==> config.mk <==
export PLATFORM = sky130hd
export DESIGN_NAME = interrupt_ctrl
export DESIGN_NICKNAME = d
export VERILOG_FILES = /design/src/rtl/interrupt_ctrl_pkg.sv /design/src/rtl/interrupt_ctrl_irq_arbiter.sv /design/src/rtl/interrupt_ctrl.sv
export SDC_FILE = /design/constraint.sdc
export NUM_CORES = 1
export LEC_CHECK = 0
export BUFFER_PORTS_ARGS = -buffer_cell sky130_fd_sc_hd__buf_2
export CAP_MARGIN = 5
export CORE_MARGIN = 8
export CORE_UTILIZATION = 38
export DETAILED_ROUTE_END_ITERATION = 10
export GPL_ROUTABILITY_DRIVEN = 0
export PLACE_DENSITY = 0.94
export REMOVE_ABC_BUFFERS = 1
export SLEW_MARGIN = 20
export SYNTH_ARGS = -nofsm -noshare
export SYNTH_HDL_FRONTEND = slang
export SYNTH_SLANG_ARGS = --single-unit
==> constraint.sdc <==
create_clock -name clk -period 2.05 [get_ports clk]
set_input_delay 0.615 -clock clk [delete_from_list [all_inputs] [get_ports clk]]
set_output_delay 0.615 -clock clk [all_outputs]
set_load 0.02 [all_outputs]
==> src/rtl/interrupt_ctrl_pkg.sv <==
// Shared types and trap-cause constants for the machine-mode interrupt controller.
// The WFI state exists only when INTERRUPT_CTRL_WFI_EN is defined.
package interrupt_ctrl_pkg;

`ifdef INTERRUPT_CTRL_WFI_EN
  typedef enum logic [2:0] {
    ST_IDLE,
    ST_TAKE,
    ST_ISR,
    ST_RET,
    ST_WFI
  } ictrl_state_e;
`else
  typedef enum logic [2:0] {
    ST_IDLE,
    ST_TAKE,
    ST_ISR,
    ST_RET
  } ictrl_state_e;
`endif

  localparam logic [31:0] CAUSE_MEI = 32'h8000_000B;
  localparam logic [31:0] CAUSE_MTI = 32'h8000_0007;

endpackage

==> src/rtl/interrupt_ctrl_irq_arbiter.sv <==
// Combinational priority selection between the external and timer interrupt sources.
// The external interrupt wins when both are enabled and pending.
module irq_arbiter
  import interrupt_ctrl_pkg::*;
(
  input  logic        i_mie,
  input  logic        i_meie,
  input  logic        i_mtie,
  input  logic        i_meip,
  input  logic        i_mtip,
  output logic        o_pending,
  output logic [31:0] o_cause
);

  logic w_ext;
  logic w_tmr;

  assign w_ext     = i_mie & i_meie & i_meip;
  assign w_tmr     = i_mie & i_mtie & i_mtip;
  assign o_pending = w_ext | w_tmr;
  // Cause is only consumed while o_pending is high.
  assign o_cause   = w_ext ? CAUSE_MEI : CAUSE_MTI;

endmodule

==> src/rtl/interrupt_ctrl.sv <==
// Machine-mode interrupt entry/return sequencer; advances only when both pipeline sides are idle.
// Define INTERRUPT_CTRL_WFI_EN to add the WFI sleep state and the pipeline stall.
module interrupt_ctrl
  import interrupt_ctrl_pkg::*;
(
  input  logic        clk,
  input  logic        rst,
  input  logic        IF_DONE,
  input  logic        MEM_DONE,
  input  logic        MIE,
  input  logic        MEIE,
  input  logic        MTIE,
  input  logic        MEIP,
  input  logic        MTIP,
  input  logic [31:0] MTVEC,
  input  logic [31:0] MEPC,
  input  logic        EX_valid,
  input  logic [31:0] EX_pc,
  input  logic        EX_mret,
  input  logic        EX_wfi,
  output logic        interrupt_taken,
  output logic        interrupt_return,
  output logic [31:0] EX_mepc,
  output logic        redirect,
  output logic [31:0] redirect_pc,
  output logic        flush,
  output logic        stall,
  output logic [31:0] mcause,
  output logic        in_isr
);

  ictrl_state_e r_state;
  ictrl_state_e w_state_nxt;
  logic [31:0]  r_epc;
  logic [31:0]  r_mcause;
  logic [31:0]  w_epc_nxt;
  logic [31:0]  w_mcause_nxt;
  logic         w_step;
  logic         w_pending;
  logic [31:0]  w_cause;

  assign w_step = IF_DONE & MEM_DONE;

  irq_arbiter u_arb (
    .i_mie     (MIE),
    .i_meie    (MEIE),
    .i_mtie    (MTIE),
    .i_meip    (MEIP),
    .i_mtip    (MTIP),
    .o_pending (w_pending),
    .o_cause   (w_cause)
  );

  // NOTE: every state-holding assignment is non-blocking so all registers update from pre-edge values.
  always_ff @(posedge clk) begin
    if (rst) begin
      r_state  <= ST_IDLE;
      r_epc    <= '0;
      r_mcause <= '0;
    end else if (w_step) begin
      r_state  <= w_state_nxt;
      r_epc    <= w_epc_nxt;
      r_mcause <= w_mcause_nxt;
    end
  end

  // NOTE: defaults first so no path through the case leaves a signal unassigned (no latch).
  always_comb begin
    w_state_nxt  = r_state;
    w_epc_nxt    = r_epc;
    w_mcause_nxt = r_mcause;
    case (r_state)
      ST_IDLE: begin
        if (w_pending && EX_valid) begin
          w_state_nxt  = ST_TAKE;
          w_epc_nxt    = EX_pc;
          w_mcause_nxt = w_cause;
        end else if (EX_valid && EX_mret) begin
          w_state_nxt = ST_RET;
`ifdef INTERRUPT_CTRL_WFI_EN
        end else if (EX_valid && EX_wfi) begin
          w_state_nxt = ST_WFI;
`endif
        end
      end
      ST_TAKE: w_state_nxt = ST_ISR;
      // Pending interrupts are ignored here: no nesting.
      ST_ISR: begin
        if (EX_valid && EX_mret) w_state_nxt = ST_RET;
      end
      ST_RET:  w_state_nxt = ST_IDLE;
`ifdef INTERRUPT_CTRL_WFI_EN
      // Wake resumes after the wfi, so the saved PC skips it.
      ST_WFI: begin
        if (w_pending) begin
          w_state_nxt  = ST_TAKE;
          w_epc_nxt    = EX_pc + 32'd4;
          w_mcause_nxt = w_cause;
        end
      end
`endif
      default: w_state_nxt = ST_IDLE;
    endcase
  end

  assign interrupt_taken  = (r_state == ST_TAKE);
  assign interrupt_return = (r_state == ST_RET);
  assign flush            = interrupt_taken | interrupt_return;
  assign redirect         = flush;
  assign redirect_pc      = interrupt_taken  ? MTVEC :
                            interrupt_return ? MEPC  : 32'd0;
  assign EX_mepc          = r_epc;
  assign mcause           = r_mcause;
  assign in_isr           = (r_state == ST_ISR);

`ifdef INTERRUPT_CTRL_WFI_EN
  assign stall = (r_state == ST_WFI);
`else
  logic w_unused_wfi;
  assign w_unused_wfi = EX_wfi;
  assign stall        = 1'b0;
`endif

endmodule
**Yosys cells after proc, flatten, opt, wreduce, memory -nomap -nowiden**

Cells that the tools add are included.

- Bits in registers: 67
- Logic and storage cells: 23

- Equality and inequality tests: 3
- Mux-type cells: 6
- Bitwise operators: 7
- Reductions and logical operators: 4

Operator list:

| operator | count |
|---|---|
| $mux 32 | 2 |
| $pmux 3 s3 | 1 |
| $eq 3x2->1 const B | 2 |
| $mux 3 | 2 |
| $and 1x1->1 | 5 |
| $mux 4 | 1 |
| $eq 3x1->1 const B | 1 |
| $logic_not 3->1 | 1 |
| $reduce_and 3->1 | 1 |
| $logic_and 1x1->1 | 2 |
| $or 1x1->1 | 2 |

**Logic depth before layout (Yosys ltp)**

Gate-level depths: netlist of the first run.

- Depth in word-level cells: 6
- Gate-level depth with buffers: 5

**Cells and area by module**

From an unflattened synthesis of the first run, not the netlist that was laid out.

- Cell total of the unflattened synthesis: 411
- Area total of the unflattened synthesis: 3872.5 um^2

Modules (own cells, without submodules):

| module | instances | cells an instance | area each (um^2) | seq. area each (um^2) |
|---|---|---|---|---|
| interrupt_ctrl | 1 | 374 | 3609.7 | 1341.3 |
| irq_arbiter | 1 | 37 | 262.8 | 0.0 |

**Worst setup path after synthesis of the first run**

OpenSTA, ideal clock, no wires.

- Path type: register to output
- Start: register r_state[1]
- End: output port in_isr
- Data arrival time: 1.340 ns
- Data required time: 1.435 ns
- Slack: 0.095 ns
- Cell stages (with the launch flop): 4
- Path through: dfxtp_1 buf_2 buf_2 nor3b_1

- Longest elaborated chain between the ends: 1

Ends and longest elaborated chain:

| element | line | RTL |
|---|---|---|
| from (decl) | interrupt_ctrl.sv:32 | `ictrl_state_e r_state;` |
| from (signal assigned) | interrupt_ctrl.sv:61 | `r_state <= w_state_nxt;` |
| $eq 3x2->1 | interrupt_ctrl.sv:114 | `assign in_isr = (r_state == ST_ISR);` |
| to (decl) | interrupt_ctrl.sv:29 | `output logic in_isr` |

No other way between the ends.

**Worst setup path in the final report of the first run**

- Start: register r_state[2]
- End: output port interrupt_return

- Longest elaborated chain between the ends: 1

Ends and longest elaborated chain:

| element | line | RTL |
|---|---|---|
| $eq 3x2->1 | interrupt_ctrl.sv:107 | `assign interrupt_return = (r_state == ST_RET);` |
| to (decl) | interrupt_ctrl.sv:22 | `output logic interrupt_return,` |

No other way between the ends.

==> metrics.cfg, run 1 <==
[outcome]
status = completed

[hold_path]
worstHoldPathType = reg -> reg
hp-start = EX_mepc[24]$_SDFFE_PP0P_
hold_depth = 2
min_to = EX_mepc[24]$_SDFFE_PP0P_

[global_route]
grt_pass1_vias = 2421
antenna_found_initial = 0
overflow = 0
grt_max_degree = 68
grt_pass1_wl_mm = 11.58
grt_usage_pct = 16.06

[critical_path]
end_kind = output pin
cp_slowest_cell = dfxtp_2
r2r-start = r_state[1]$_SDFFE_PP0P_
crit_arrival_ns = 1.38
start_kind = flip-flop
crit_fanout = 17
cp.required_ns = 1.43
max_stage_delay_ns = 0.35
critical_path_class = reg -> out
worstReg2RegEnd = EX_mepc[11]$_SDFFE_PP0P_
path_cells = or2b_4, buf_12, inv_2, and2_4, buf_6
r2r_cells = 5
r2r_slack_ns = 0.39

[power_and_ir_drop]
p_int_mw = 1.305
p_per_area_mw_per_mm2 = 541.9
pwr-share-comb_pct = 22.1
netSwitchingFraction_pct = 27.04
p_leak_nw = 1.711
power.share.clock_pct = 35.8
p_total_mw = 1.789
switchingPower_uw = 483.6
irDropWorstVdd_uv = 397.0
p_seq_share_pct = 42.1

[finish]
multiInputGateArea_mm2 = 0.001294
finalInstanceArea_mm2 = 0.003301
final_net_count = 557
layout-drive-gt1-share_pct = 44.99
fill_cells = 546
area_growth_pct = 43.68
register_area_um2 = 763.2
antenna_cells = 0

[timing]
setup_ws_ns = 0.05673
finalCritPeriodShare_pct = 97.23
max_freq_mhz = 501.7
hold-worst-slack_ns = 0.4543
period_needed_ns = 1.993
setup_viol = 0
slew_violations = 0
finalHoldViolations = 0
fin_worst_skew_ns = 0.009304

[placement]
numPortBuffers = 180
dp_hpwl_mm = 6.309
dpl-instance-area_mm2 = 0.003134
place_ws_ns = 0.2078

[cts]
clk_latency_ns = 0.29
cts_tree = yes
ctsHoldBuffers = 0
clk_pin_slew_worst_paths_ns = 0.07
cts_inserted_buffers = 5
cts-root-buf = clkbuf_8
cts_buffer_depth = 2
clkSinkCount = 38
htreeDepth = 2

[floorplan]
start_util_pct = 39.03
die_y_um = 93.75
core_area_mm2 = 0.005886
dieArea_mm2 = 0.008789
ios = 210
fp-row-count = 28
die_width_um = 93.75

[synthesis]
ys_warn_count = 0
avgSynthCellArea_um2 = 8.263
synthCells = 278
ys_seq_area_share_pct = 33.12
ys_ff_latch = 38
netlist_area_mm2 = 0.002297
synth_cell_types = 28

[detailed_routing]
wl_per_cell_um = 14.97
drc = 0
vias_per_cell = 4.647
drtIter0Drc = 97
drtAntennaViolNets = 0
vias = 2435
dr.pass1.iters = 4
wirelength_mm = 7.846

[run]
maxCapViolations = 0

cell usage after synthesis:
library cell	count	area (um2)
inv_1	2	7.510
clkbuf_1	10	37.54
o21ai_0	2	10.01
o311a_2	1	11.26
nand2_1	66	247.7
a21oi_1	2	10.01
buf_4	32	240.2
and3_1	1	6.260
nor2_1	34	127.6
nand4bb_1	1	11.26
and2_1	3	18.77
or4_1	1	7.510
a22oi_1	1	7.510
nor3_1	2	10.01
conb_1	1	3.750
o31ai_1	1	7.510
buf_8	3	45.04
nor3b_1	1	7.510
o211a_1	1	10.01
o21a_1	1	7.510
mux2i_1	64	640.6
nand4_1	1	6.260
nand3_1	1	5.000
nand3b_1	1	7.510
dfxtp_1	38	760.7
a211o_2	1	10.01
buf_2	5	25.02
or2b_1	1	7.510
routing by layer:
metal  vias to the layer above  routed length [um]  track usage (%)  part of all wire (%)
li1                       1194                   -                -                     -
met1                      1117                2822            16.43                    36
met2                       118                4120            29.93                    53
met3                         6                 843            5.915                    11
met4                         0                  59            3.963                  0.75
met5                         -                   0                0                     0
worst max-delay path: cells and delay by family, from the launching register on:
kind | cells | cell delay [ns]
AND/OR/NAND/NOR | 2 | 0.42
buffers and inverters | 3 | 0.34
flip-flops | 1 | 0.35
kinds of logic after synthesis:
family | after synthesis | share of synthesized area (%)
DFF | 38 | 33.12
muxes | 64 | 27.89
and+or+nand+nor | 113 | 20.15
AOI/OAI and AO/OA | 10 | 3.214
other | 1 | 0.1632
buffers and inverters | 52 | 15.47
power groups by stage:
stage	Combinational, mW	Sequential [mW]	Clock, mW
2_1_floorplan	0.188	0.794	0
3_3_place_gp	0.365	0.770	0
3_5_place_dp	0.379	0.771	0
4_1_cts	0.384	0.754	0.657
5_1_grt	0.426	0.754	0.694
6_report	0.395	0.754	0.640
cell type report:
class | instances | share of cell area [%]
multi-input cells | 215 | 39.20
repair buffers | 187 | 31.20
flip-flops and latches | 38 | 23.12
well taps | 75 | 2.843
clock buffers | 6 | 2.502
clock inverters | 1 | 0.9098
inverters | 2 | 0.2274
sequential cells by signal (all words and copies together) (netlist names):
signal   cells
EX_mepc     32
mcause       3
r_state      3
per-stage QoR:
stage / utilization, % / setup TNS, ns / instances
final: 56.08 / 0 / 524
after global routing: 56.08 / -0.008064 / 524
after CTS: 55.44 / 0 / 523
after detailed placement: 53.25 / 0 / 516
after global placement: 53.25 / 0 / 516
after floorplan: - / -120.64 / 255
worst max-delay path by stage:
stage                     depth (start not counted)                       to                    start
after floorplan                                   3  r_state[0]$_SDFFE_PP0P_  r_state[1]$_SDFFE_PP0P_
after global placement                            5         interrupt_return  r_state[2]$_SDFFE_PP0P_
after detailed placement                          5         interrupt_return  r_state[2]$_SDFFE_PP0P_
after CTS                                         5         interrupt_return  r_state[2]$_SDFFE_PP0P_
after global routing                              5         interrupt_return  r_state[2]$_SDFFE_PP0P_
final                                             5         interrupt_return  r_state[2]$_SDFFE_PP0P_
cells in the final DEF, fill, tap and decap left out, types with 3 or more instances in the layout:
cell | netlist | final
nor2_1 | 34 | 34
mux2i_1 | 64 | 64
conb_1 | 1 | 28
nand2_1 | 66 | 66
buf_12 | 0 | 4
clkbuf_8 | 0 | 6
buf_2 | 5 | 178
buf_4 | 32 | 3
dfxtp_1 | 38 | 36
what timing repair did:
| action | 4_1_cts | 5_1_grt |
|---|---|---|
| resized for setup | 5 | 5 |
| endpoints found under the setup margin | 10 | 3 |
| pin swaps | 0 | 0 |
| setup buffers | 0 | 0 |
| gates cloned | 0 | 1 |
(Power assumes the default switching activity.)
==> inputs of run 2 (changes only) <==
--- a/config.mk
+++ b/config.mk
@@ -7,13 +7,13 @@
 export LEC_CHECK = 0
 export BUFFER_PORTS_ARGS = -buffer_cell sky130_fd_sc_hd__buf_2
 export CAP_MARGIN = 5
-export CORE_MARGIN = 8
+export CORE_MARGIN = 5
 export CORE_UTILIZATION = 38
+export CTS_CLUSTER_DIAMETER = 200
 export DETAILED_ROUTE_END_ITERATION = 10
 export GPL_ROUTABILITY_DRIVEN = 0
 export PLACE_DENSITY = 0.94
 export REMOVE_ABC_BUFFERS = 1
-export SLEW_MARGIN = 20
 export SYNTH_ARGS = -nofsm -noshare
 export SYNTH_HDL_FRONTEND = slang
 export SYNTH_SLANG_ARGS = --single-unit
==> metrics.cfg, run 2 (synthesis results as in run 1) <==
[hold_path]
worstHoldPathType = reg -> reg

[critical_path]
max_stage_delay_ns = 0.42
critical_path_class = reg -> out
cp.required_ns = 1.43
r2r-start = r_state[0]$_SDFFE_PP0P_
cp_slowest_cell = dfxtp_4
r2r_slack_ns = 0.36
critPathBufInv = 2
crit_fanout = 11
r2r_cells = 5
crit_end = redirect_pc[2]
crit_path_start = r_state[1]$_SDFFE_PP0P_
end_kind = output pin
path_cells = buf_6, mux2i_2, nor2_1, buf_2
cp_num_cells = 4
critical_path.top_delay_family = flip-flops
start_kind = flip-flop
worstReg2RegEnd = EX_mepc[17]$_SDFFE_PP0P_
crit_arrival_ns = 1.41

[finish]
area_growth_pct = 45.04
largest_reg_flops = 32
layout-drive-gt1-share_pct = 46.36
final_cell_mix = 177 x buf_2, 66 x nand2_1, 62 x mux2i_1
fin_util_pct = 56.61
final_net_count = 560
antenna_cells = 0
mostFrequentLayoutCell = buf_2

[timing]
finalHoldViolations = 0
fin_worst_skew_ns = 0.002953
max_freq_mhz = 494.3
slew_violations = 0
finalCritPeriodShare_pct = 98.68
period_needed_ns = 2.023
setup_ws_ns = 0.02699
setup_viol = 0

[power_and_ir_drop]
irDropWorstVdd_uv = 381.6
p_per_area_mw_per_mm2 = 505.8
p_leak_nw = 1.724

[cts]
clkSinkCount = 38
ctsHoldBuffers = 0
clk_pin_slew_worst_paths_ns = 0.08
postCtsSetupRepairBufs = 0
cts_tree = yes
cts-root-buf = clkbuf_8
cts_buffer_depth = 2
cts_inserted_buffers = 5
htreeDepth = 2
clk_latency_ns = 0.28

[global_route]
gr-usage-met2_pct = 32.19
grt_pass1_vias = 2356
grt.busiest_layer = met2
overflow = 0
grt_pass1_wl_mm = 10.94
grt_max_degree = 37
grt_util_met1_pct = 19.25
antenna_found_initial = 0
use_met3_pct = 5.738
grt_usage_pct = 17.61

[floorplan]
start_util_pct = 39.03
core_area_mm2 = 0.005886
die_y_um = 87.75
fp-row-count = 28
die_width_um = 87.75
ios = 210
dieArea_mm2 = 0.007700

[placement]
place_ws_ns = 0.1383
numPortBuffers = 180
dp_hpwl_mm = 5.990

[detailed_routing]
vias = 2417
drtIter0Drc = 77
dr.pass1.iters = 4
wl_per_cell_um = 14.23
drc = 0
drtAntennaViolNets = 0
vias_per_cell = 4.578
wirelength_mm = 7.512

[run]
maxCapViolations = 0

[outcome]
status = completed

[run 2: changes by cell type in the layout (fill, tap and decap cells not counted), sizes merged]
cell / change
inv: +1
clkinvlp: +1
buf: +2
clkbuf: +1
bufinv: -1
[run 2: stage by stage]
stage	setup TNS [ns]	power [mW]	area, um2	std cells	hold WS [ns]
2_1_floorplan	-120.64	0.9816	2051	255	0.4962
3_3_place_gp	0	1.134	3137	518	0.4388
3_5_place_dp	0	1.148	3137	518	0.4446
4_1_cts	0	1.683	3248	526	0.4569
5_1_grt	-0.03047	1.773	3332	528	0.4742
6_report	0	1.685	3332	528	0.4557
[run 2: cell type report]
cell class,count,area [um2]
timing repair buffer,190,1064
inverter,2,7.507
sequential,38,768.2
clock inverter,2,12.51
tap,75,93.84
fill,541,2554
multi-input combinational,215,1304
clock buffer,6,82.58
[run 2: tightest hold or removal path: cells and delay by family (launching register included)]
kind / cells / cell delay, ns
AND/OR/NAND/NOR: 1 / 0.05
flip-flops: 1 / 0.31
multiplexers: 1 / 0.05
[run 2: what timing repair did]
item,in CTS,in global routing
resized for setup,6,11
hold endpoints to repair,0,0
endpoints found under the setup margin,3,12
pin swaps,0,0
cloned,0,2
[run 2: per-layer routing]
| layer | wire length, um | up-vias |
|---|---|---|
| li1 | - | 1208 |
| met1 | 2805 | 1066 |
| met2 | 3728 | 120 |
| met3 | 788 | 23 |
| met4 | 191 | 0 |
| met5 | 0 | - |
[run 2: power breakdown]
group          total, mW  internal, mW  switching (mW)  leakage [nW]
clock network      0.531         0.270           0.261        0.0472
registers          0.753         0.746         0.00728         0.308
logic              0.401         0.173           0.228          1.37
[run 2: worst min-delay path by stage]
stage / from / end / slack [ns] / depth (start not counted)
finish: EX_mepc[12]$_SDFFE_PP0P_ / EX_mepc[12]$_SDFFE_PP0P_ / 0.46 / 2
global route: EX_mepc[14]$_SDFFE_PP0P_ / EX_mepc[14]$_SDFFE_PP0P_ / 0.47 / 2
CTS: EX_mepc[12]$_SDFFE_PP0P_ / EX_mepc[12]$_SDFFE_PP0P_ / 0.46 / 2
detailed placement: EX_mepc[30]$_SDFFE_PP0P_ / EX_mepc[30]$_SDFFE_PP0P_ / 0.44 / 2
global placement: EX_mepc[10]$_SDFFE_PP0P_ / EX_mepc[10]$_SDFFE_PP0P_ / 0.44 / 2
floorplan: r_state[2]$_SDFFE_PP0P_ / r_state[2]$_SDFFE_PP0P_ / 0.50 / 1
